--- config.mk ---
export PLATFORM = sky130hd
export DESIGN_NAME = number_to_ascii6digit
export DESIGN_NICKNAME = d
export VERILOG_FILES = /design/src/rtl/number_to_ascii6digit_pkg.sv /design/src/rtl/bcd_dabble_step.sv /design/src/rtl/number_to_ascii6digit.sv
export SDC_FILE = /design/constraint.sdc
export NUM_CORES = 1
export LEC_CHECK = 0
export CAP_MARGIN = 0
export CORE_UTILIZATION = 53
export DETAILED_ROUTE_END_ITERATION = 12
export GPL_TIMING_DRIVEN = 0
export PLACE_DENSITY_LB_ADDON = 0.15
export SYNTH_ARGS = -nofsm -noshare
export SYNTH_HDL_FRONTEND = slang
export SYNTH_SLANG_ARGS = --single-unit
export TNS_END_PERCENT = 50
--- constraint.sdc ---
create_clock -name clock -period 3.4 [get_ports clock]
set_input_delay 0.51 -clock clock [delete_from_list [all_inputs] [get_ports clock]]
set_output_delay 0.51 -clock clock [all_outputs]
set_load 0.01 [all_outputs]
--- src/rtl/number_to_ascii6digit_pkg.sv ---
// Shared constants and types for the binary <-> ASCII decimal converters.
// Latency: n/a (declarations only).
// Backpressure: n/a.
package number_to_ascii6digit_pkg;

  localparam logic [7:0] ASCII_ZERO = 8'h30;
  localparam logic [7:0] ASCII_NINE = 8'h39;

  typedef enum logic [1:0] {
    IDLE,
    CONVERT,
    SEND
  } state_t;

  // Largest value representable in num_digits decimal digits (10**n - 1).
  function automatic longint unsigned max_value(input int num_digits);
    longint unsigned v;
    v = 1;
    for (int i = 0; i < num_digits; i++) begin
      v = v * 10;
    end
    return v - 1;
  endfunction

endpackage

--- src/rtl/bcd_dabble_step.sv ---
// One double-dabble iteration: add-3 to every BCD nibble >= 5, then shift left taking bit_in.
// Latency: combinational.
// Backpressure: none.
module bcd_dabble_step #(
  parameter int NUM_DIGITS = 6
) (
  input  logic [4*NUM_DIGITS-1:0] bcd_in,
  input  logic                    bit_in,
  output logic [4*NUM_DIGITS-1:0] bcd_out
);

  logic       carry;
  logic [3:0] adj;

  // Correct each nibble, then place its low three bits one position up; the
  // nibble's MSB ripples into the next digit's LSB. The top digit's MSB falls
  // off, which only happens for inputs the caller flags as overflow.
  always_comb begin
    bcd_out = '0;
    carry   = bit_in;
    adj     = '0;
    for (int i = 0; i < NUM_DIGITS; i++) begin
      adj = bcd_in[4*i +: 4];
      if (adj >= 4'd5) begin
        adj = adj + 4'd3;
      end
      bcd_out[4*i]       = carry;
      bcd_out[4*i+1 +: 3] = adj[2:0];
      carry              = adj[3];
    end
  end

endmodule

--- src/rtl/number_to_ascii6digit.sv ---
// Binary to NUM_DIGITS ASCII decimal digits, parallel result plus MSD-first byte stream.
// Latency: accept to ascii_vld/first out_valid = IN_WIDTH+1 cycles; one byte per handshake.
// Backpressure: out_ready low holds out_byte/out_last; in_ready low until the last byte leaves.
module number_to_ascii6digit
  import number_to_ascii6digit_pkg::*;
#(
  parameter int IN_WIDTH   = 32,
  parameter int NUM_DIGITS = 6
) (
  input  logic                    clock,
  input  logic                    resetn,
  input  logic                    in_valid,
  output logic                    in_ready,
  input  logic [IN_WIDTH-1:0]     number,
  output logic [8*NUM_DIGITS-1:0] ascii,
  output logic                    ascii_vld,
  output logic                    overflow,
  output logic [7:0]              out_byte,
  output logic                    out_valid,
  input  logic                    out_ready,
  output logic                    out_last
);

  localparam int              CNT_W   = (IN_WIDTH > 1) ? $clog2(IN_WIDTH) : 1;
  localparam int              DIG_W   = (NUM_DIGITS > 1) ? $clog2(NUM_DIGITS) : 1;
  localparam int              BCD_W   = 4 * NUM_DIGITS;
  localparam longint unsigned MAX_NUM = max_value(NUM_DIGITS);

  state_t                  state;
  logic [IN_WIDTH-1:0]     shift;
  logic [BCD_W-1:0]        bcd;
  logic [BCD_W-1:0]        bcd_next;
  logic [CNT_W-1:0]        bit_cnt;
  logic [DIG_W-1:0]        dig;
  logic [DIG_W-1:0]        dig_dec;
  logic [8*NUM_DIGITS-1:0] ascii_next;

  bcd_dabble_step #(
    .NUM_DIGITS(NUM_DIGITS)
  ) u_step (
    .bcd_in (bcd),
    .bit_in (shift[IN_WIDTH-1]),
    .bcd_out(bcd_next)
  );

  assign dig_dec = dig - 1'b1;

  // ASCII image of the BCD value after the final shift; saturates on overflow.
  always_comb begin
    ascii_next = '0;
    for (int i = 0; i < NUM_DIGITS; i++) begin
      ascii_next[8*i +: 8] = overflow ? ASCII_NINE
                                      : (ASCII_ZERO + {4'h0, bcd_next[4*i +: 4]});
    end
  end

  // Control FSM: accept, IN_WIDTH shift-add-3 cycles, then serialize MSD first.
  always_ff @(posedge clock or negedge resetn) begin
    if (!resetn) begin
      state     <= IDLE;
      in_ready  <= 1'b1;
      ascii     <= '0;
      ascii_vld <= 1'b0;
      overflow  <= 1'b0;
      out_byte  <= '0;
      out_valid <= 1'b0;
      out_last  <= 1'b0;
      shift     <= '0;
      bcd       <= '0;
      bit_cnt   <= '0;
      dig       <= '0;
    end else begin
      case (state)
        IDLE: begin
          if (in_valid && in_ready) begin
            shift     <= number;
            bcd       <= '0;
            bit_cnt   <= '0;
            overflow  <= (64'(number) > MAX_NUM);
            ascii_vld <= 1'b0;
            in_ready  <= 1'b0;
            state     <= CONVERT;
          end
        end
        CONVERT: begin
          shift   <= shift << 1;
          bcd     <= bcd_next;
          bit_cnt <= bit_cnt + 1'b1;
          if (bit_cnt == CNT_W'(IN_WIDTH - 1)) begin
            bit_cnt   <= '0;
            ascii     <= ascii_next;
            ascii_vld <= 1'b1;
            out_byte  <= ascii_next[8*(NUM_DIGITS-1) +: 8];
            out_valid <= 1'b1;
            out_last  <= (NUM_DIGITS == 1);
            dig       <= DIG_W'(NUM_DIGITS - 1);
            state     <= SEND;
          end
        end
        SEND: begin
          if (out_ready) begin
            if (out_last) begin
              out_valid <= 1'b0;
              out_last  <= 1'b0;
              in_ready  <= 1'b1;
              state     <= IDLE;
            end else begin
              dig      <= dig_dec;
              out_byte <= ascii[{dig_dec, 3'b000} +: 8];
              out_last <= (dig_dec == '0);
            end
          end
        end
        default: begin
          state    <= IDLE;
          in_ready <= 1'b1;
        end
      endcase
    end
  end

endmodule

==> results of run 1 <==
[flip-flops by register name, summed over array words and instances, names as in the netlist]
signal / flops
shift: 32
bit_cnt: 5
out_valid: 1
out_last: 1
ascii: 25
dig: 3
bcd: 24
in_ready: 1
state: 2
out_byte: 5
ascii_vld: 1
overflow: 1
[cell type report]
cell class                 count  share of cell area
tap                          133              0.0257
clock inverter                 3             0.00231
buffer                        60              0.0540
clock buffer                  11              0.0203
sequential                   101               0.390
timing repair buffer          83               0.130
inverter                      19              0.0110
multi-input combinational    406               0.367
[layer usage]
| metal | vias up | global-route usage |
|---|---|---|
| met2 | 162 | 0.440 |
| met1 | 2247 | 0.360 |
| met4 | 0 | 0.0857 |
| met3 | 20 | 0.0280 |
| li1 | 2173 | - |
| met5 | - | 0 |
[worst max-delay path, delay by kind of cell, from the launching register on]
kind,cells,cell delay (ps)
muxes,1,450
DFF,1,380
buffers and inverters,3,730
adders and majority gates,1,290
AOI/OAI and AO/OA,2,540
[path summary, 6_finish.rpt]
| kind | to | slack, ps | cells past startpoint |
|---|---|---|---|
| min reg2reg | shift[15]$_DFFE_PN0P_ | 490 | 2 |
| max reg2reg | out_byte[3]$_DFFE_PN0P_ | 900 | 7 |
| min | ascii[17]$_DFFE_PN0P_ | 120 | 1 |
| max in group asynchronous | in_ready$_DFFE_PN1P_ | 2560 | 2 |
| max | out_byte[3]$_DFFE_PN0P_ | 900 | 7 |
| min in group clock | shift[15]$_DFFE_PN0P_ | 490 | 2 |
[logic make-up after synthesis]
family / share of synthesized area
adder cells (fa/ha/maj): 0.0379
buffers and inverters: 0.0799
flip-flops: 0.479
AO/OA/AOI/OAI: 0.180
XOR/XNOR: 0.0133
other: 0.000710
multiplexers: 0.0408
AND/OR/NAND/NOR: 0.169
[power groups by stage]
stage / Sequential (mW) / Clock [mW] / Combinational [mW]
6_report: 1.96 / 0.653 / 2.29
5_1_grt: 2.01 / 0.704 / 2.53
4_1_cts: 1.95 / 0.665 / 2.28
3_5_place_dp: 1.97 / 0 / 2.28
3_3_place_gp: 1.95 / 0 / 2.18
2_1_floorplan: 1.93 / 0 / 1.48
[metrics by stage]
step	worst slack [ps]	hold WS [ps]
finish	904	117
global route	796	156
CTS	896	130
detailed placement	903	474
global placement	-2000	464
floorplan	1340	214
[cells in the final DEF (no fill, tap or decap), types with 4 or more instances in the layout]
master | Yosys | final
buf_4 | 27 | 28
nor2_1 | 61 | 61
nand3_1 | 20 | 20
o31ai_1 | 11 | 11
ha_1 | 16 | 16
xnor2_1 | 8 | 8
a32o_1 | 6 | 6
mux2_2 | 6 | 6
clkbuf_1 | 17 | 19
nand2b_1 | 7 | 7
a21o_1 | 7 | 7
nand2_1 | 88 | 88
buf_2 | 13 | 13
dfrtp_1 | 100 | 100
clkbuf_8 | 0 | 9
mux2i_1 | 5 | 5
conb_1 | 1 | 14
inv_1 | 19 | 19
a31oi_1 | 29 | 29
nor3b_1 | 6 | 6
o21ai_0 | 34 | 34
clkdlybuf4s50_1 | 0 | 81
a21oi_1 | 42 | 42
a22o_1 | 4 | 4
==> impl_metrics.py, run 1 <==
metrics = {
    "timing": {
        "fin_skew_ps": 7.70,
        "hold_viol_final": 0,
        "setup_viol": 0,
        "timing.setup.tns_ps": 0,
        "period_share": 0.734,
        "max_freq_mhz": 401,
        "min_period_ps": 2500,
        "tightest_slew_ps": 790,
        "slew_headroom": 0.470,
        "rsz0062_at_grt": "no",
        "drv_slew": 0,
    },
    "layout": {
        "num_antenna_cells": 0,
        "fin_nets": 732,
        "syn_to_final_growth_pct": 22.9,
        "regArea_um2": 2530,
        "multiInputGateArea_um2": 2380,
        "utilization": 0.667,
        "stdcell_count": 816,
        "drive_gt1_frac": 0.104,
        "final_area_um2": 6490,
        "num-fill-cells": 819,
    },
    "synth": {
        "yosys-top-cells-count": "100 x dfrtp_1, 88 x nand2_1, 61 x nor2_1",
        "yosys-top-cells-area": "dfrtp_1 47%, nand2_1 6.3%, nor2_1 4.3%",
        "synthFlopType": "dfrtp_1",
        "synth_top_area_share": 0.474,
        "yosysTopAreaCell": "dfrtp_1",
        "synth_edf_count": 0,
        "synth.distinct_cells": 51,
        "ys_ff_latch": 101,
        "avgSynthCellArea_um2": 9.21,
        "synthCells": 573,
        "synthArstFlopShare": 1.00,
        "syn_area_um2": 5280,
        "ys_seq_area_frac": 0.479,
        "yosysMostFrequentCell": "dfrtp_1",
        "yosysWarnings": 0,
    },
    "clock_network": {
        "numClockSinks": 101,
        "clkLatencyLatePin_ps": 370,
        "path_clk_slew_ps": 90,
        "post_cts_resized": 0,
        "htree_num_levels": 3,
        "cts_setup_buffers": 0,
        "cts_root_buffer": "clkbuf_8",
        "cts_inserted_buffers": 9,
        "clk_path_buf_depth": 2,
        "cts_tree": "yes",
        "holdBufCountCts": 0,
    },
    "global_routing": {
        "grt_pass1_vias": 4223,
        "grt_pass1_wl_um": 20800,
        "gr-usage-all-layers": 0.262,
        "grt_start_max_net_pins": 64,
        "antenna_found_initial": 0,
        "grt_overflow": 0,
    },
    "detailed_routing": {
        "antenna_left": 0,
        "dr_wl_met3_um": 674,
        "drt-total-wl_um": 12900,
        "num_vias": 4602,
        "met1_length_um": 5720,
        "via_per_inst": 5.64,
        "drtPass1Iterations": 5,
        "post-route-drc-count": 0,
        "wire_per_inst_um": 15.8,
        "drt-initial-drc-count": 296,
        "met2_wirelength_um": 6270,
        "topRoutingLayerUsed": "met4",
    },
    "placed_design": {
        "dp_hpwl_um": 9520,
        "dp_cells": 802,
        "gp_congestion": 0.874,
        "dpl-instance-area_um2": 6340,
        "port_buffers": 82,
    },
    "pwr": {
        "leakage_nw": 2.94,
        "swShare": 0.402,
        "finalPower_mw": 4.90,
        "pwr-share-clk": 0.133,
        "combPwrFrac": 0.467,
        "power.switching_mw": 1.97,
        "vdd_ir_drop_max_mv": 0.325,
        "power_frac_seq": 0.400,
        "p_int_mw": 2.93,
        "powerDensity_nw_per_um2": 755,
    },
    "critical_path": {
        "cp_data_required_time_ps": 3670,
        "r2r-start": "dig[0]$_DFFE_PN0P_",
        "cp-end-kind": "flop",
        "critPathMaxStageDelay_ps": 450,
        "crit_chain": "buf_6, inv_1, ha_1, clkbuf_1, mux4_2, a221o_1, a22o_1",
        "crit_type": "flop to flop",
        "worstPathMaxFanout": 10,
        "worstPathArrival_ps": 2760,
        "crit_path_top_delay_cell": "clkbuf_1",
        "startpoint_type": "flop",
        "critPathLaunch": "dig[0]$_DFFE_PN0P_",
    },
    "floorplan": {
        "rows": 36,
        "io_pins": 97,
        "die_w_um": 102,
        "die_height_um": 102,
        "core_um2": 9730,
        "start_util": 0.543,
        "dieArea_um2": 10400,
    },
    "status": {
        "status": "finished clean",
    },
    "flow_run": {
        "cap_violations": 0,
    },
    "min_path": {
        "hold_path.class": "primary input to async pin",
    },
}
(Power assumes the default switching activity.)
==> run 2: changes to the inputs <==
Clock period 3.4 ns to 2.4 ns, I/O delays scaled along.
==> run 2 against run 1 <==
Non-clock buffer count unchanged. Clock power grew 41%. Combinational power grew 41%. Power rose by 42%. Sequential power increased by 41%. Sequential cell count did not move. Count of clock-buffer cells in the layout did not move. Utilization up 0.077 points. Die area is the same. First-iteration DRC count rose by 6.4%. Wire length is essentially flat.
==> impl_metrics.py, run 2 (synthesis gave the netlist of run 1 again) <==
metrics = {
    "layout": {
        "regMostFlops": "shift",
        "utilization": 0.668,
        "final_cell_mix": "100 x dfrtp_1, 88 x nand2_1, 81 x clkdlybuf4s50_1",
        "final_common_cell": "dfrtp_1",
        "num_antenna_cells": 0,
        "top_regs": "shift x32, ascii x25, bcd x24",
        "fin_nets": 732,
        "largest_register_ffs": 32,
        "syn_to_final_growth_pct": 23.0,
        "drive_gt1_frac": 0.105,
    },
    "floorplan": {
        "rows": 36,
        "core_um2": 9730,
        "io_pins": 97,
        "dieArea_um2": 10400,
        "die_height_um": 102,
        "start_util": 0.543,
        "die_w_um": 102,
    },
    "critical_path": {
        "worstPathMaxFanout": 10,
        "cp-end-kind": "flop",
        "crit_buf_inv": 2,
        "crit_path_top_delay_cell": "ha_1",
        "critPathMaxStageDelay_ps": 560,
        "crit_family": "adder cells",
        "crit_type": "flop to flop",
        "worstPathArrival_ps": 2570,
        "crit_chain": "buf_6, inv_1, ha_1, mux4_2, a221o_1, a22o_1",
        "startpoint_type": "flop",
        "cp_data_required_time_ps": 2670,
    },
    "clock_network": {
        "cts_inserted_buffers": 9,
        "cts_tree": "yes",
        "htree_num_levels": 3,
        "clk_path_buf_depth": 2,
        "numClockSinks": 101,
        "cts_setup_buffers": 0,
        "clkLatencyLatePin_ps": 370,
        "path_clk_slew_ps": 90,
        "cts_root_buffer": "clkbuf_8",
    },
    "global_routing": {
        "gr-usage-all-layers": 0.263,
        "grt_pass1_wl_um": 20800,
        "grt_start_max_net_pins": 64,
        "antenna_found_initial": 0,
        "grt_pass1_vias": 4238,
        "grt_overflow": 0,
    },
    "placed_design": {
        "gp_congestion": 0.874,
        "dp_hpwl_um": 9520,
        "port_buffers": 82,
        "dp_slack_ps": -97.4,
    },
    "timing": {
        "timing.setup.tns_ps": 0,
        "drv_slew": 0,
        "fin_ws_ps": 95.7,
        "slew_headroom": 0.479,
        "setup_viol": 0,
        "period_share": 0.960,
        "hold_ws_ps": 489,
        "min_period_ps": 2300,
        "max_freq_mhz": 434,
        "tightest_slew_ps": 775,
        "hold_viol_final": 0,
        "fin_skew_ps": 9.65,
        "rsz0062_at_grt": "no",
    },
    "pwr": {
        "powerDensity_nw_per_um2": 1070,
        "vdd_ir_drop_max_mv": 0.460,
        "leakage_nw": 2.94,
    },
    "min_path": {
        "hold_path.class": "flop to flop",
    },
    "detailed_routing": {
        "drtPass1Iterations": 5,
        "antenna_left": 0,
        "drt-initial-drc-count": 315,
        "wire_per_inst_um": 15.8,
        "drt-total-wl_um": 12900,
        "num_vias": 4591,
        "post-route-drc-count": 0,
        "via_per_inst": 5.63,
    },
    "flow_run": {
        "cap_violations": 0,
    },
    "status": {
        "status": "finished clean",
    },
}
run 2: cell types whose count changed in the layout (fill, tap and decap cells not counted), sizes merged:
cell,change
buf,-1
dlygate4sd3,+1
run 2: tightest hold or removal path, stage by stage (launching register included):
cell and delay, ps:
dfrtp_1 350, nand2_1 50, o21ai_0 60
run 2: worst paths after layout:
path / to / slack (ps) / from / cells past startpoint
hold reg to reg: shift[15]$_DFFE_PN0P_ / 490 / shift[14]$_DFFE_PN0P_ / 2
max in group asynchronous: in_ready$_DFFE_PN1P_ / 1150 / resetn / 3
min in group asynchronous: ascii[44]$_DFFE_PN0P_ / 530 / resetn / 2
hold / removal: shift[15]$_DFFE_PN0P_ / 490 / shift[14]$_DFFE_PN0P_ / 2
setup reg to reg: out_byte[3]$_DFFE_PN0P_ / 100 / dig[0]$_DFFE_PN0P_ / 6
setup / recovery: out_byte[3]$_DFFE_PN0P_ / 100 / dig[0]$_DFFE_PN0P_ / 6
run 2: cell type report:
type | instances | area (um2)
plain buffers | 59 | 348
clock buffers | 11 | 131
clock inverters | 3 | 15.0
fillers | 818 | 3230
inverters | 19 | 71.3
multi-input cells | 406 | 2380
flip-flops and latches | 101 | 2530
well taps | 133 | 166
repair buffers | 84 | 856
run 2: timing repair:
action	4_1_cts	5_1_grt
pin swaps	0	0
resized for setup	0	1
endpoints found under the setup margin	3	3
hold buffers	1	0
endpoints found under the hold margin	38	0
run 2: per-layer routing:
layer  wire, um  track usage  up-vias
li1           -            -     2178
met1       5680        0.361     2214
met2       6250        0.439      177
met3        735       0.0280       22
met4        216       0.0868        0
met5          0            0        -
run 2: through the flow:
stage               area [um2]  cells  power [mW]
floorplan                 5330    586        4.82
global placement          6320    801        5.84
detailed placement        6340    802        6.02
CTS                       6490    816        6.94
global route              6490    816        7.44
finish                    6490    816        6.93
run 2: power breakdown:
part | internal (mW) | switching [mW]
registers | 2.28 | 0.486
clock network | 0.362 | 0.561
logic | 1.50 | 1.73
==> run 3: changes to the inputs <==
Settings changed: SETUP_SLACK_MARGIN set to 0.4.
==> run 3 against run 2 <==
Critical path depth up 1. Sequential share of layout area fell by 0.83 points. Highest routed layer unchanged. Setup slack improved by 360 ps. Final area increased by 2.2%. Hold slack worse by 33 ps. Power up 4.4%. Critical endpoint unchanged. Non-clock buffer count grew 4. Count of clock-buffer cells in the layout shrank 1. Critical path type unchanged. Utilization up 1.5 points. Via count increased by 0.28%.
==> impl_metrics.py, run 3 (synthesis gave the netlist of run 1 again) <==
metrics = {
    "critical_path": {
        "cp_data_required_time_ps": 2670,
        "worstPathArrival_ps": 2220,
        "worstPathMaxFanout": 10,
        "startpoint_type": "flop",
        "crit_path_top_delay_cell": "dfrtp_1",
        "crit_type": "flop to flop",
        "cp-end-kind": "flop",
        "critPathMaxStageDelay_ps": 410,
        "crit_chain": "buf_6, inv_4, ha_4, buf_8, mux4_2, a221o_1, a22o_1",
    },
    "layout": {
        "regMostFlops": "shift",
        "top_regs": "shift x32, ascii x25, bcd x24",
        "num-fill-cells": 851,
        "largest_register_ffs": 32,
        "drive_gt1_frac": 0.126,
        "final_common_cell": "dfrtp_1",
        "syn_to_final_growth_pct": 25.8,
        "fin_nets": 736,
        "final_cell_mix": "99 x dfrtp_1, 88 x nand2_1, 81 x clkdlybuf4s50_1",
        "utilization": 0.682,
        "num_antenna_cells": 0,
    },
    "clock_network": {
        "cts_tree": "yes",
        "clkLatencyLatePin_ps": 380,
        "clk_path_buf_depth": 2,
        "numClockSinks": 101,
        "cts_inserted_buffers": 9,
        "path_clk_slew_ps": 110,
        "cts_root_buffer": "clkbuf_8",
        "htree_num_levels": 3,
    },
    "detailed_routing": {
        "via_per_inst": 5.61,
        "drtPass1Iterations": 5,
        "wire_per_inst_um": 15.9,
        "post-route-drc-count": 0,
        "antenna_left": 0,
        "drt-total-wl_um": 13000,
        "num_vias": 4604,
        "drt-initial-drc-count": 328,
    },
    "global_routing": {
        "grt_pass1_vias": 4293,
        "grt_pass1_wl_um": 21100,
        "antenna_found_initial": 0,
        "gr-usage-all-layers": 0.267,
        "grt_start_max_net_pins": 73,
        "grt_overflow": 0,
    },
    "timing": {
        "period_share": 0.810,
        "rsz0062_at_grt": "no",
        "min_period_ps": 1940,
        "max_freq_mhz": 514,
        "setup_viol": 0,
        "slew_headroom": 0.629,
        "fin_skew_ps": 12.6,
        "drv_slew": 0,
        "tightest_slew_ps": 555,
        "hold_viol_final": 0,
    },
    "floorplan": {
        "io_pins": 97,
        "dieArea_um2": 10400,
        "die_height_um": 102,
        "die_w_um": 102,
        "rows": 36,
        "start_util": 0.543,
        "core_um2": 9730,
    },
    "placed_design": {
        "gp_congestion": 0.905,
        "dp_hpwl_um": 9480,
        "port_buffers": 82,
    },
    "pwr": {
        "finalPower_mw": 7.24,
        "vdd_ir_drop_max_mv": 0.619,
        "powerDensity_nw_per_um2": 1090,
        "leakage_nw": 2.99,
    },
    "flow_run": {
        "cap_violations": 0,
    },
    "min_path": {
        "hold_path.class": "primary input to async pin",
    },
    "status": {
        "status": "finished clean",
    },
}
-- run 3: path summary, 6_finish.rpt --
| kind | startpoint | depth (start not counted) | slack [ps] | to |
|---|---|---|---|---|
| min reg2reg | ascii_vld$_DFFE_PN0P_ | 2 | 490 | ascii_vld$_DFFE_PN0P_ |
| max in group asynchronous | resetn | 3 | 1230 | in_ready$_DFFE_PN1P_ |
| min in group clock | ascii_vld$_DFFE_PN0P_ | 2 | 490 | ascii_vld$_DFFE_PN0P_ |
| min | resetn | 2 | 460 | ascii[8]$_DFFE_PN0P_ |
| max reg2reg | dig[0]$_DFFE_PN0P_ | 7 | 460 | out_byte[3]$_DFFE_PN0P_ |
| max | dig[0]$_DFFE_PN0P_ | 7 | 460 | out_byte[3]$_DFFE_PN0P_ |
-- run 3: layout make-up --
cell class                      count  area, um2  share of cell area
Buffer                             60        370              0.0558
Inverter                           19       73.8              0.0111
Sequential cell                   101       2530               0.381
Tap cell                          133        166              0.0251
Multi-Input combinational cell    406       2420               0.364
Timing Repair Buffer               87        878               0.132
Clock inverter                      5       67.6              0.0102
Clock buffer                       10        138              0.0207
-- run 3: power breakdown --
part	internal [mW]	total (mW)	leakage [nW]	switching [mW]
Clock	0.522	1.15	0.105	0.624
Sequential	2.28	2.77	1.22	0.483
Combinational	1.55	3.32	1.66	1.77
Total	4.36	7.24	2.99	2.88
-- run 3: worst max-delay path, delay by kind of cell, from the launching register on --
kind                       cells  cell delay (ps)
muxes                          1              350
DFF                            1              410
adders and majority gates      1              210
AOI/OAI and AO/OA              2              540
buffers and inverters          3              340
-- run 3: repair_timing --
item	4_1_cts	5_1_grt
setup buffers	3	0
gates resized for setup	8	10
endpoints found under the hold margin	29	0
hold buffers	1	0
setup endpoints to repair	36	23
pin swaps	1	1
-- run 3: layer usage --
metal | up-vias | wire (um) | GRT usage
met5 | - | 0 | 0
met2 | 139 | 6290 | 0.433
met1 | 2250 | 5680 | 0.352
met3 | 23 | 765 | 0.0568
met4 | 0 | 295 | 0.111
li1 | 2192 | - | -
-- run 3: per-stage QoR --
stage | cell area [um2] | hold WS (ps) | instances | worst slack (ps) | TNS, ps
after floorplan | 5330 | 64.4 | 586 | 466 | 0
after global placement | 6320 | 464 | 801 | -2810 | -282240
after detailed placement | 6340 | 321 | 802 | 140 | 0
after CTS | 6600 | 453 | 821 | 400 | 0
after global routing | 6640 | 498 | 821 | 402 | 0
final | 6640 | 456 | 821 | 456 | 0
